## src/rtl/inst_fetch.sv

```systemverilog
// Instruction fetch stage feeding the IF/ID register.
// Owns the fetch PC, talks req/ack to imem and buffers fetched words.
module inst_fetch #(
    parameter logic [31:0] RESET_PC = 32'h0000_0000,
    parameter int          DEPTH    = 2
) (
    input  logic        clk,
    input  logic        rst,
    input  logic        stall_i,
    input  logic        branch_flag_i,
    input  logic [31:0] branch_target_i,
    output logic        imem_req_o,
    output logic [31:0] imem_addr_o,
    input  logic        imem_ack_i,
    input  logic [31:0] imem_rdata_i,
    output logic [31:0] if_pc,
    output logic [31:0] if_inst,
    output logic        if_valid
);

    localparam int PW = (DEPTH > 1) ? $clog2(DEPTH) : 1;
    localparam int CW = $clog2(DEPTH + 1);

    logic [31:0]   req_addr;
    logic [31:0]   redirect_pc;
    logic [31:0]   buf_pc   [DEPTH];
    logic [31:0]   buf_inst [DEPTH];
    logic [PW-1:0] rd_ptr;
    logic [PW-1:0] wr_ptr;
    logic [CW-1:0] count;
    logic          discard;

    logic          full;
    logic          ack;
    logic          push;
    logic          pop;
    logic [31:0]   target;

    function automatic logic [PW-1:0] next_ptr(input logic [PW-1:0] p);
        return (p == PW'(DEPTH - 1)) ? '0 : p + PW'(1);
    endfunction

    assign full        = (count == CW'(DEPTH));
    assign imem_req_o  = !rst && (!full || discard);
    assign imem_addr_o = req_addr;
    assign ack         = imem_req_o && imem_ack_i;
    assign pop         = if_valid && !stall_i;
    assign push        = ack && !discard && !branch_flag_i;
    assign target      = branch_target_i & ~32'h3;

    assign if_valid = (count != '0);
    assign if_pc    = if_valid ? buf_pc[rd_ptr] : '0;
    assign if_inst  = if_valid ? buf_inst[rd_ptr] : '0;

    // Fetch PC, redirect bookkeeping and FIFO occupancy.
    always_ff @(posedge clk) begin
        if (rst) begin
            req_addr    <= RESET_PC;
            redirect_pc <= RESET_PC;
            discard     <= 1'b0;
            count       <= '0;
            rd_ptr      <= '0;
            wr_ptr      <= '0;
        end else if (branch_flag_i) begin
            count  <= '0;
            rd_ptr <= '0;
            wr_ptr <= '0;
            if (!imem_req_o || ack) begin
                req_addr <= target;
                discard  <= 1'b0;
            end else begin
                redirect_pc <= target;
                discard     <= 1'b1;
            end
        end else begin
            if (ack && discard) begin
                discard  <= 1'b0;
                req_addr <= redirect_pc;
            end
            if (push) begin
                req_addr <= req_addr + 32'd4;
                wr_ptr   <= next_ptr(wr_ptr);
            end
            if (pop) begin
                rd_ptr <= next_ptr(rd_ptr);
            end
            count <= count + CW'(push) - CW'(pop);
        end
    end

    // Buffer storage; contents are only meaningful below count.
    always_ff @(posedge clk) begin
        if (push) begin
            buf_pc[wr_ptr]   <= req_addr;
            buf_inst[wr_ptr] <= imem_rdata_i;
        end
    end

endmodule

```

## config.mk

```make
export PLATFORM = sky130hd
export DESIGN_NAME = inst_fetch
export DESIGN_NICKNAME = d
export VERILOG_FILES = /design/src/rtl/inst_fetch.sv
export SDC_FILE = /design/constraint.sdc
export NUM_CORES = 1
export LEC_CHECK = 0
export ABC_AREA = 1
export ABC_CLOCK_PERIOD_IN_PS = 5820
export BUFFER_PORTS_ARGS = -buffer_cell sky130_fd_sc_hd__clkbuf_2
export CAP_MARGIN = 20
export CORE_MARGIN = 1.5
export CORE_UTILIZATION = 34
export DETAILED_ROUTE_END_ITERATION = 8
export PLACE_DENSITY = 0.53
export SLEW_MARGIN = 10
export SYNTH_ARGS = -nofsm -noshare
export SYNTH_HDL_FRONTEND = slang
export SYNTH_SLANG_ARGS = --single-unit
```

## constraint.sdc

```tcl
create_clock -name clk -period 5.82 [get_ports clk]
set_input_delay 0.291 -clock clk [delete_from_list [all_inputs] [get_ports clk]]
set_output_delay 0.291 -clock clk [all_outputs]
set_load 0.05 [all_outputs]
```

# [Word level (Yosys, flattened, before mapping)]
# Memories as Yosys holds them, arrays and structs flattened. A register that Yosys moved wholly into a read port is not among the register bits.
# Cells that the tools add are included.
[totals] ram_bits=128 mem_count=2 input_bits=69 out_inout_bits=98 wordCells=53 ff_bits=67
[memory_table] memory="buf_inst" words=2 width=32 read_ports=1 rd_clocked_by_memory_dff=1 write_ports=1 line_no="27" rtl="logic [31:0] buf_inst [DEPTH];"
[memory_table] memory="buf_pc" words=2 width=32 read_ports=1 rd_clocked_by_memory_dff=1 write_ports=1 line_no="26" rtl="logic [31:0] buf_pc [DEPTH];"
[op_classes] n_reduce_logical=20 n_bitwise=1 n_eq_ne=2 addsub=5 muxes=17
[ops] cell="$mux 32" count=6
[ops] cell="$add 32x3->32 const B" count=1
[ops] cell="$mux 1" count=11
[ops] cell="$logic_and 1x1->1" count=6
[ops] cell="$logic_not 1->1" count=6
[ops] cell="$reduce_and 2->1" count=2
[ops] cell="$reduce_bool 2->1" count=2
[ops] cell="$reduce_bool 3->1" count=1
[ops] cell="$add 1x1->1 const B" count=2
[ops] cell="$add 2x1->2" count=1
[ops] cell="$eq 2x2->1 const B" count=1
[ops] cell="$logic_or 1x1->1" count=2
[ops] cell="$ne 2x1->1 const B" count=1
[ops] cell="$reduce_or 2->1" count=1
[ops] cell="$sub 2x1->2" count=1
[ops] cell="$not 1->1" count=1

# [Depth between registers and ports, before layout]
# Gate-level depths: netlist of the first run.
[depth] word_depth=9 mapped_depth=11

# [Worst setup path after synthesis of the first run]
# OpenSTA, ideal clock, no wires.
[synth_timing] kind="input to register" start="input port rst" end="memory buf_inst[0][0] (enable)" path_buffers=2 arrival_time_ns=3.556 slack_ns=1.782 path_stages=7 t_required_ns=5.338 setup_ns=0.482 path_cell_list="buf_6 inv_6 nand2_2 inv_4 nand4_2 buf_2 nor2_1"
[synth_via] elab_chain_len=7
[synth_lines] element="start, declared" line_no="8" rtl="input logic rst,"
[synth_lines] element="$logic_not 1->1" line_no="44" rtl="assign imem_req_o = !rst && (!full || discard);"
[synth_lines] element="$logic_and 1x1->1" line_no="44"
[synth_lines] element="$logic_and 1x1->1" line_no="46" rtl="assign ack = imem_req_o && imem_ack_i;"
[synth_lines] element="$logic_and 1x1->1 (2 in a row)" line_no="48" rtl="assign push = ack && !discard && !branch_flag_i;"
[synth_lines] element="$mux 1" line_no="93" rtl="if (push) begin"
[synth_lines] element="$mux 1 (not written as such)" line_no="95" rtl="buf_inst[wr_ptr] <= imem_rdata_i;"
[synth_lines] element="end, declared" line_no="27"
# Every way passes these cells.

==> results of run 1 <==
## cell type report
| class | instances | area (µm²) |
|---|---|---|
| Tap cell | 324 | 405 |
| Multi-Input combinational cell | 637 | 3030 |
| Clock buffer | 17 | 425 |
| Timing Repair Buffer | 168 | 861 |
| Sequential cell | 190 | 5050 |
| Clock inverter | 15 | 154 |
| Fill cell | 2446 | 14300 |
| Inverter | 50 | 195 |
## routing by layer
| metal | track usage, % | wire length (µm) | vias up |
|---|---|---|---|
| met5 | 0 | 0 | - |
| met4 | 5.30 | 274 | 0 |
| met3 | 3.21 | 1140 | 17 |
| met2 | 25.9 | 9750 | 192 |
| met1 | 26.0 | 11200 | 3083 |
| li1 | - | - | 3387 |
## cell usage in the layout (no fill, tap or decap), types with 2 or more instances in the layout
| master | Yosys | layout |
|---|---|---|
| o211ai_1 | 4 | 4 |
| conb_1 | 1 | 4 |
| inv_1 | 42 | 42 |
| o21ai_0 | 24 | 24 |
| clkinv_4 | 0 | 3 |
| nor2_2 | 9 | 9 |
| nor3b_1 | 3 | 3 |
| and3_1 | 2 | 2 |
| nand2_1 | 282 | 281 |
| nand2_2 | 7 | 8 |
| clkbuf_2 | 0 | 160 |
| nand2_4 | 2 | 2 |
| inv_6 | 1 | 5 |
| xor2_1 | 9 | 9 |
| a21oi_1 | 141 | 141 |
| nand3_1 | 50 | 50 |
| nor2_1 | 54 | 51 |
| xnor2_1 | 6 | 6 |
| inv_8 | 0 | 5 |
| clkbuf_16 | 0 | 17 |
| edfxtp_1 | 124 | 124 |
| nand3b_1 | 3 | 3 |
| inv_2 | 6 | 6 |
| ha_1 | 2 | 2 |
| o21ai_1 | 19 | 19 |
| dfxtp_1 | 66 | 65 |
| nor2_4 | 7 | 10 |
| buf_4 | 10 | 8 |
## stage by stage
stage,worst slack [ps],hold WS (ps),instances
2_1_floorplan,1780,390,930
3_3_place_gp,2660,441,1369
3_5_place_dp,2660,446,1369
4_1_cts,2810,20.3,1401
5_1_grt,2630,21.9,1401
6_report,2820,38.8,1401
## report_power, final
group	total, mW	switching, mW	internal (mW)
logic	0.331	0.247	0.0841
registers	1.54	0.0528	1.48
clock network	1.15	0.573	0.577
total	3.02	0.872	2.14
## registers in the layout, indices dropped and copies added, names as in the netlist, named ones only
register	flops
imem_addr_o	30
discard	1
redirect_pc	30
rd_ptr	1
count	2
wr_ptr	1
buf_pc	60
buf_inst	64
## critical path, stage by stage (launching register included)
cell and delay (ps):
dfxtp_2 310, buf_4 320, inv_2 350, buf_4 530, nand2_1 110, a21oi_1 230, clkbuf_2 320
## cells by family (layout without fill, tap and decap cells)
logic type,after synthesis,count (layout)
flip-flops,190,190
other,1,4
adder cells (fa/ha/maj),2,2
buffers and inverters,103,250
AND/OR/NAND/NOR,426,426
XOR/XNOR,15,15
AO/OA/AOI/OAI,190,190
## worst min path at each step
stage / end / slack [ps]
finish: buf_inst[0][1] / 40
CTS: buf_inst[0][24] / 20
detailed placement: redirect_pc[9] / 450
global placement: redirect_pc[13] / 440
floorplan: buf_inst[0][0] / 390
global route: buf_inst[0][7] / 20
==> metrics.yaml, run 1 <==
clock_tree:
  cts_tree: "done"
  ctsLongestPathBuffers: 2
  clkTransAtPathRegs_ps: 80
  cts_resized: 0
  cts_made_buffers: 17
  root_buffer: "clkbuf_16"
  clk-insertion-delay-late_ps: 440
  hold_buffers: 0
  post_cts.repair.setup_buffers: 0
  cts-htree-levels: 4
  cts_sinks: 190
timing:
  fin_crit_ps: 3000
  finalClockSkew_ps: 11.3
  slew-limit-headroom_pct: 41.8
  tightest_slew_ps: 869
  finalHoldViolations: 0
  max_freq_mhz: 334
  finalCritPeriodShare_pct: 51.5
  final.setup.tns_ps: 0
  rsz0062_at_grt: "no"
  finalMaxSlewViolations: 0
  setup_violations: 0
drt:
  vias: 6679
  ant_nets: 0
  viasPerCell: 4.77
  drc_errors: 0
  wire_per_inst_um: 15.9
  routed_wirelength_um: 22300
  dr.pass1.iters: 6
  drtIter0Drc: 490
yosys:
  synth_top_flop_cell: "edfxtp_1"
  synthTopCellsByCount: "nand2_1, a21oi_1, edfxtp_1"
  synth_area_leaders: "edfxtp_1, dfxtp_1, nand2_1, a21oi_1, nand3_1"
  yosysTopAreaCell: "edfxtp_1"
  synthArstFlopShare_pct: 0
  synth-compound-area-share_pct: 11.4
  synthCells: 927
  ys_ff_latch: 190
  synth-xor-area-share_pct: 1.54
  netlist-cell-type-count: 38
  ys_warn_count: 0
  synth_edf_count: 124
  synth_area_mm2: 0.00851
  synth_area_per_cell_um2: 9.18
  synth_seq_area_share_pct: 59.3
  synth_mux_area_share_pct: 0
  synth_top_family_by_area: "simple AND/OR/NAND/NOR gates"
  yosysTopAreaCellShare_pct: 43.8
  synthSimpleGateAreaFrac_pct: 21.9
  synthAdderAreaFrac_pct: 0.294
  synth.most_common_cell: "nand2_1"
power_and_ir_drop:
  power_leakage_nw: 3.99
  total_power_mw: 3.02
  irDropWorstVdd_v: 0.000178
  powerDensity_mw_per_mm2: 298
floorplanning:
  die_area_mm2: 0.0260
  die-width_um: 161
  die_h_um: 161
  num_rows: 57
  coreArea_mm2: 0.0245
  initial_core_util_pct: 34.8
  io-pin-count: 167
final_layout:
  final_cell_area_mm2: 0.0101
  syn_to_final_growth_pct: 18.9
  fin_nets: 1135
  final_util_pct: 41.4
  layout-drive-gt1-share_pct: 22.6
  antennaDiodeCount: 0
min_path:
  hold_start: "imem_rdata_i[1]"
  min_path_cells: 1
  hp-class: "primary input to register"
worst_setup_path:
  crit_arrival_ps: 2700
  crit_path_end: "if_pc[22]"
  r2r-end: "count[1]"
  regToRegSetupSlack_ps: 3140
  crit_fanout: 63
  timing.rr.start: "count[0]"
  cp.required_ps: 5530
  r2r_cells: 9
  crit_type: "register to output port"
  cp-start-kind: "register"
  crit_path_end_kind: "output port"
outcome:
  status: "completed"
global_routing:
  grt_pass1_wl_um: 35000
  grt_pass1_vias: 6078
  grt_remaining_overflow: 0
  grt_start_max_net_pins: 64
  grt_antenna_before_repair: 0
  grt_usage_pct: 17.5
placed_design:
  place_area_mm2: 0.00954
  place_hpwl_um: 14300
  gp_congestion: 0.798
  io_buffers: 160
run:
  cap_violations: 0
(Power assumes the default switching activity.)
==> run 2, diff against run 1 <==
--- a/config.mk
+++ b/config.mk
@@ -6,7 +6,7 @@
 export NUM_CORES = 1
 export LEC_CHECK = 0
 export ABC_AREA = 1
-export ABC_CLOCK_PERIOD_IN_PS = 5820
+export ABC_CLOCK_PERIOD_IN_PS = 2890
 export BUFFER_PORTS_ARGS = -buffer_cell sky130_fd_sc_hd__clkbuf_2
 export CAP_MARGIN = 20
 export CORE_MARGIN = 1.5
==> constraint.sdc (replaced) <==
create_clock -name clk -period 2.89 [get_ports clk]
set_input_delay 0.1445 -clock clk [delete_from_list [all_inputs] [get_ports clk]]
set_output_delay 0.1445 -clock clk [all_outputs]
set_load 0.05 [all_outputs]
==> metrics.yaml, run 2 (synthesis gave the netlist of run 1 again) <==
worst_setup_path:
  crit_fanout: 33  # -48%
  crit_path_end_kind: "output port"
  worstPathCellList: "inv_2, buf_12, nand2_1, a21oi_1, clkbuf_2"
  cp-start-kind: "register"
  r2r_cells: 10  # +1
  crit_path_max_incr_delay_ps: 440  # -90 ps
  crit_arrival_ps: 2050  # -650 ps
  cp.required_ps: 2750  # -2780 ps
  r2r-end: "imem_addr_o[25]"
  timing.rr.start: "count[0]"
  critPathSlowestCell: "inv_2"
  crit_type: "register to output port"
  regToRegSetupSlack_ps: 860  # -2280 ps
clock_tree:
  cts_resized: 0  # unchanged
  root_buffer: "clkbuf_16"
  clk-insertion-delay-late_ps: 430  # about the same
  clkTransAtPathRegs_ps: 70  # about the same
  cts_tree: "done"
  cts-htree-levels: 4  # unchanged
  cts_made_buffers: 17  # unchanged
  hold_buffers: 46  # +46
  cts_sinks: 190  # unchanged
  post_cts.repair.setup_buffers: 0  # unchanged
  ctsLongestPathBuffers: 2  # unchanged
min_path:
  hold_start: "branch_target_i[30]"
  min_path_cells: 3  # +2
  hp-class: "primary input to register"
  holdPathEnd: "redirect_pc[30]"
floorplanning:
  initial_core_util_pct: 34.8  # unchanged
  io-pin-count: 167  # unchanged
  coreArea_mm2: 0.0245  # unchanged
  die_area_mm2: 0.0260  # unchanged
  die-width_um: 161  # unchanged
  die_h_um: 161  # unchanged
  num_rows: 57  # unchanged
timing:
  finalCritPeriodShare_pct: 76.1
  max_freq_mhz: 455
  slew-limit-headroom_pct: 48.7  # +6.9 points
  rsz0062_at_grt: "no"
  finalClockSkew_ps: 14.9  # +3.63 ps
  setup_slack_ps: 692  # -2130 ps
  finalMaxSlewViolations: 0  # unchanged
  tightest_slew_ps: 769  # -100 ps
  finalHoldViolations: 0  # unchanged
  setup_violations: 0  # unchanged
  final.setup.tns_ps: 0  # unchanged
  fin_crit_ps: 2200
  holdWs_ps: 19.2  # -19.6 ps
placed_design:
  dpl_worst_slack_ps: 888  # -1770 ps
  io_buffers: 160  # unchanged
  gp_congestion: 0.777  # -2.6%
  place_area_mm2: 0.00964  # +1.1%
  place_hpwl_um: 14500  # +1.4%
  place_inst: 1378  # +0.66%
global_routing:
  grt_usage_pct: 17.5  # about the same
  grt_antenna_before_repair: 0  # unchanged
  grt_remaining_overflow: 0  # unchanged
  grt_pass1_vias: 6302  # +3.7%
  grt_pass1_wl_um: 35100  # +0.25%
  grt_start_max_net_pins: 64  # unchanged
drt:
  drc_errors: 0  # unchanged
  routed_wirelength_um: 22900  # +2.6%
  viasPerCell: 4.76  # about the same
  ant_nets: 0  # unchanged
  drtIter0Drc: 426  # -13%
  vias: 6935  # +3.8%
  dr.pass1.iters: 5  # -1
  wire_per_inst_um: 15.7  # -1.3%
run:
  cap_violations: 0  # unchanged
final_layout:
  top_regs: "buf_inst x64, buf_pc x60"
  final_cell_mix: "nand2_1, clkbuf_2, a21oi_1"
  antennaDiodeCount: 0  # unchanged
  final_util_pct: 43.7  # +2.3 points
  layout-drive-gt1-share_pct: 22.2  # -0.39 points
  fin_nets: 1190  # +4.8%
  largest_register_ffs: 64  # unchanged
  fin_cells: 1456  # +3.9%
  largest_register: "buf_inst"
  final_cell_area_mm2: 0.0107  # +5.7%
  syn_to_final_growth_pct: 25.6
  fillCellCount: 2395  # -2.1%
  final_common_cell: "nand2_1"
power_and_ir_drop:
  power_leakage_nw: 4.23  # +6.1%
  irDropWorstVdd_v: 0.000305  # +71%
  powerDensity_mw_per_mm2: 578  # +94%
  total_power_mw: 6.18  # +100%
outcome:
  status: "completed"
## run 2: cell count changes in the layout (fill, tap and decap cells not counted), moves of 2 or more
cell / change
dlygate4sd3_1: +46
buf_4: +6
buf_12: +3
clkinv_4: -2
clkinvlp_4: +2
## run 2: worst max path at each step
stage / slack (ps) / cells after the start / endpoint / startpoint
after floorplan: 50 / 5 / buf_inst[1][0] / count[0]
final: 690 / 5 / if_inst[14] / register
after detailed placement: 890 / 10 / imem_addr_o[25] / count[0]
after CTS: 680 / 5 / if_inst[5] / register
after global placement: 890 / 10 / imem_addr_o[25] / count[0]
after global routing: 570 / 5 / if_inst[13] / register
## run 2: cell type report
cell class,count,area (µm²),share of cell area [%]
inverters,50,195,1.83
clock inverters,14,159,1.49
well taps,324,405,3.79
flip-flops and latches,190,5050,47.2
multi-input cells,637,3030,28.3
clock buffers,18,429,4.02
repair buffers,223,1430,13.3
## run 2: worst max-delay path, delay by kind of cell (launching register included)
| kind | cells | cell delay, ps |
|---|---|---|
| compound gates | 1 | 180 |
| flops | 1 | 320 |
| simple gates | 1 | 70 |
| buf+inv | 3 | 1020 |
## run 2: layer usage
layer / GRT usage, % / share of wire (%) / wire length, µm / vias up
met2: 28.0 / 45 / 10400 / 197
met4: 4.76 / 1.1 / 261 / 0
met5: 0 / 0 / 0 / -
met1: 24.8 / 49 / 11200 / 3236
met3: 2.72 / 4.9 / 1120 / 18
li1: - / - / - / 3484
## run 2: power by group
part	switching [mW]	internal, mW
registers	0.108	2.99
clock network	1.12	1.24
logic	0.510	0.219
==> run 3, diff against run 2 <==
--- a/config.mk
+++ b/config.mk
@@ -5,8 +5,8 @@
 export SDC_FILE = /design/constraint.sdc
 export NUM_CORES = 1
 export LEC_CHECK = 0
-export ABC_AREA = 1
-export ABC_CLOCK_PERIOD_IN_PS = 2890
+export ABC_AREA = 0
+export ABC_CLOCK_PERIOD_IN_PS = 2300
 export BUFFER_PORTS_ARGS = -buffer_cell sky130_fd_sc_hd__clkbuf_2
 export CAP_MARGIN = 20
 export CORE_MARGIN = 1.5
==> constraint.sdc (replaced) <==
create_clock -name clk -period 2.3 [get_ports clk]
set_input_delay 0.115 -clock clk [delete_from_list [all_inputs] [get_ports clk]]
set_output_delay 0.115 -clock clk [all_outputs]
set_load 0.05 [all_outputs]
==> metrics.yaml, run 3 <==
floorplanning:
  coreArea_mm2: 0.0236  # -3.5%
  die_area_mm2: 0.0252  # -3.0%
  die_h_um: 159  # -1.5%
  initial_core_util_pct: 34.9  # +0.16 points
  io-pin-count: 167  # unchanged
  num_rows: 56  # -1.8%
  die-width_um: 159  # -1.5%
worst_setup_path:
  regToRegSetupSlack_ps: 150  # -710 ps
  crit_arrival_ps: 2460  # +410 ps
  crit_path_end_kind: "register"
  crit_buf_inv: 0  # -3
  crit_type: "register to register"
  worstPathCellList: "nand3_2, nor4_4, nand4_1, mux2i_1, a2111oi_1"
  crit_family: "simple AND/OR/NAND/NOR gates"
  crit_fanout: 8  # -76%
  critPathSlowestCell: "nor4_4"
  cp.required_ps: 2620  # -130 ps
  crit_path_max_incr_delay_ps: 580  # +140 ps
  cp-start-kind: "register"
global_routing:
  grt_remaining_overflow: 0  # unchanged
  grt_antenna_before_repair: 0  # unchanged
  grt_pass1_wl_um: 33700  # -3.9%
  grt_usage_pct: 17.0  # -0.55 points
  grt_pass1_vias: 5983  # -5.1%
  grt_start_max_net_pins: 64  # unchanged
yosys:
  synth_seq_area_share_pct: 61.1  # +1.8 points
  synth-xor-area-share_pct: 1.70  # +0.15 points
  synthCells: 714  # -23%
  synthArstFlopShare_pct: 0  # unchanged
  ys_warn_count: 0  # unchanged
  ys_ff_latch: 190  # unchanged
  synth-compound-area-share_pct: 9.90  # -1.5 points
  synth_area_mm2: 0.00825  # -3.0%
  synth_area_per_cell_um2: 11.6  # +26%
  synth_mux_area_share_pct: 8.98  # +9.0 points
  synth.most_common_cell: "edfxtp_1"
  yosysTopAreaCell: "edfxtp_1"
  yosysTopAreaCellShare_pct: 45.1  # +1.4 points
  synthTopCellsByCount: "edfxtp_1, nor2_1, nand2_1"
  netlist-cell-type-count: 59  # +55%
  synthAdderAreaFrac_pct: 0.303  # +0.0091 points
  synth_area_leaders: "edfxtp_1, dfxtp_1, mux2i_1, nor2_1, nand2_1"
  synth_edf_count: 124  # unchanged
  synthSimpleGateAreaFrac_pct: 14.7  # -7.2 points
  synth_top_family_by_area: "simple AND/OR/NAND/NOR gates"
  synth_top_flop_cell: "edfxtp_1"
drt:
  ant_nets: 0  # unchanged
  drtIter0Drc: 458  # +7.5%
  routed_wirelength_um: 21100  # -7.8%
  vias: 6234  # -10%
  dr.pass1.iters: 5  # unchanged
  viasPerCell: 4.89  # +2.6%
  drc_errors: 0  # unchanged
  wire_per_inst_um: 16.6  # +5.3%
power_and_ir_drop:
  powerDensity_mw_per_mm2: 715  # +24%
  irDropWorstVdd_v: 0.000455  # +49%
  power_leakage_nw: 4.03  # -5.0%
  total_power_mw: 7.72  # +25%
placed_design:
  io_buffers: 160  # unchanged
  gp_congestion: 0.797  # +2.6%
  place_hpwl_um: 14100  # -2.8%
  dpl_worst_slack_ps: 203  # -684 ps
timing:
  finalClockSkew_ps: 13.3  # -1.60 ps
  fin_crit_ps: 2150
  max_freq_mhz: 466
  tightest_slew_ps: 716  # -52.9 ps
  finalHoldViolations: 0  # unchanged
  setup_slack_ps: 154  # -537 ps
  finalMaxSlewViolations: 0  # unchanged
  setup_violations: 0  # unchanged
  finalCritPeriodShare_pct: 93.3
  final.setup.tns_ps: 0  # unchanged
  slew-limit-headroom_pct: 52.2  # +3.5 points
  rsz0062_at_grt: "no"
clock_tree:
  root_buffer: "clkbuf_16"
  clk-insertion-delay-late_ps: 430  # about the same
  clkTransAtPathRegs_ps: 70  # about the same
  cts_resized: 0  # unchanged
  cts_sinks: 190  # unchanged
  cts_made_buffers: 17  # unchanged
  cts-htree-levels: 4  # unchanged
  post_cts.repair.setup_buffers: 0  # unchanged
  cts_tree: "done"
  ctsLongestPathBuffers: 2  # unchanged
min_path:
  hp-class: "primary input to register"
final_layout:
  layout-drive-gt1-share_pct: 26.3  # +4.2 points
  final_common_cell: "clkbuf_2"
  largest_register: "buf_inst"
  largest_register_ffs: 64  # unchanged
  fin_nets: 1015  # -15%
  final_cell_mix: "clkbuf_2, edfxtp_1, nor2_1"
  antennaDiodeCount: 0  # unchanged
  syn_to_final_growth_pct: 30.7
  top_regs: "buf_inst x64, buf_pc x60"
outcome:
  status: "completed"
run:
  cap_violations: 0  # unchanged
[run 3: cell types whose count changed after synthesis, moves of 8 or more]
cell,change
nand2_1,-207
nor2_1,+41
nor2_2,-9
a211oi_1,+13
a21oi_1,-91
o21ai_0,-16
inv_1,-35
and3_1,+8
mux2i_1,+74
nand3_1,-37
nor3_1,+17
o21ai_1,-19
[run 3: cell families (layout without fill, tap and decap cells)]
| group | Yosys count | after routing |
|---|---|---|
| buffers and inverters | 57 | 297 |
| AND/OR/NAND/NOR | 255 | 255 |
| AO/OA/AOI/OAI | 119 | 119 |
| multiplexers | 74 | 74 |
| adder cells (fa/ha/maj) | 2 | 2 |
| XOR/XNOR | 16 | 16 |
| other | 1 | 4 |
| flip-flops | 190 | 190 |
[run 3: metal layers]
| metal | track usage (%) | part of all wire (%) | up-vias |
|---|---|---|---|
| met3 | 3.68 | 5.2 | 12 |
| li1 | - | - | 3065 |
| met5 | 0 | 0 | - |
| met2 | 26.1 | 45 | 188 |
| met4 | 4.33 | 0.91 | 0 |
| met1 | 24.1 | 49 | 2969 |
[run 3: final cells by class]
class | count | area, µm²
clock buffers | 18 | 429
well taps | 319 | 399
inverters | 7 | 26.3
flip-flops and latches | 190 | 5050
repair buffers | 258 | 1750
multi-input cells | 470 | 2980
fillers | 2284 | 12800
clock inverters | 14 | 150
[run 3: through the flow]
stage / hold slack (ps) / util [%] / area, µm² / instances
after detailed placement: 308 / 40.6 / 9590 / 1182
after CTS: 111 / 45.7 / 10800 / 1276
after floorplan: 214 / - / 8280 / 717
after global placement: 305 / 40.6 / 9590 / 1182
final: 129 / 45.7 / 10800 / 1276
after global routing: 153 / 45.7 / 10800 / 1276
[run 3: what timing repair did]
item,CTS,global route
hold endpoints to repair,95,0
hold buffers,62,0
setup endpoints to repair,0,0
[run 3: worst min-delay path, cell delays in order]
cell	delay, ps
clkbuf_2	80
nor2_1	80
a21oi_1	160
nor4b_1	60
[run 3: power breakdown]
part / total (mW) / switching [mW] / internal [mW]
combinational: 0.974 / 0.638 / 0.336
clock: 2.90 / 1.36 / 1.54
sequential: 3.84 / 0.0975 / 3.74
total: 7.72 / 2.10 / 5.62
[run 3: path summary, 6_finish.rpt]
kind	from	to	cells after the start
worst max-delay path	imem_addr_o[10]	imem_addr_o[31]	5
worst min-delay path	stall_i	count[1]	4
worst max register to register	imem_addr_o[10]	imem_addr_o[31]	5
worst min register to register	redirect_pc[15]	redirect_pc[15]	2
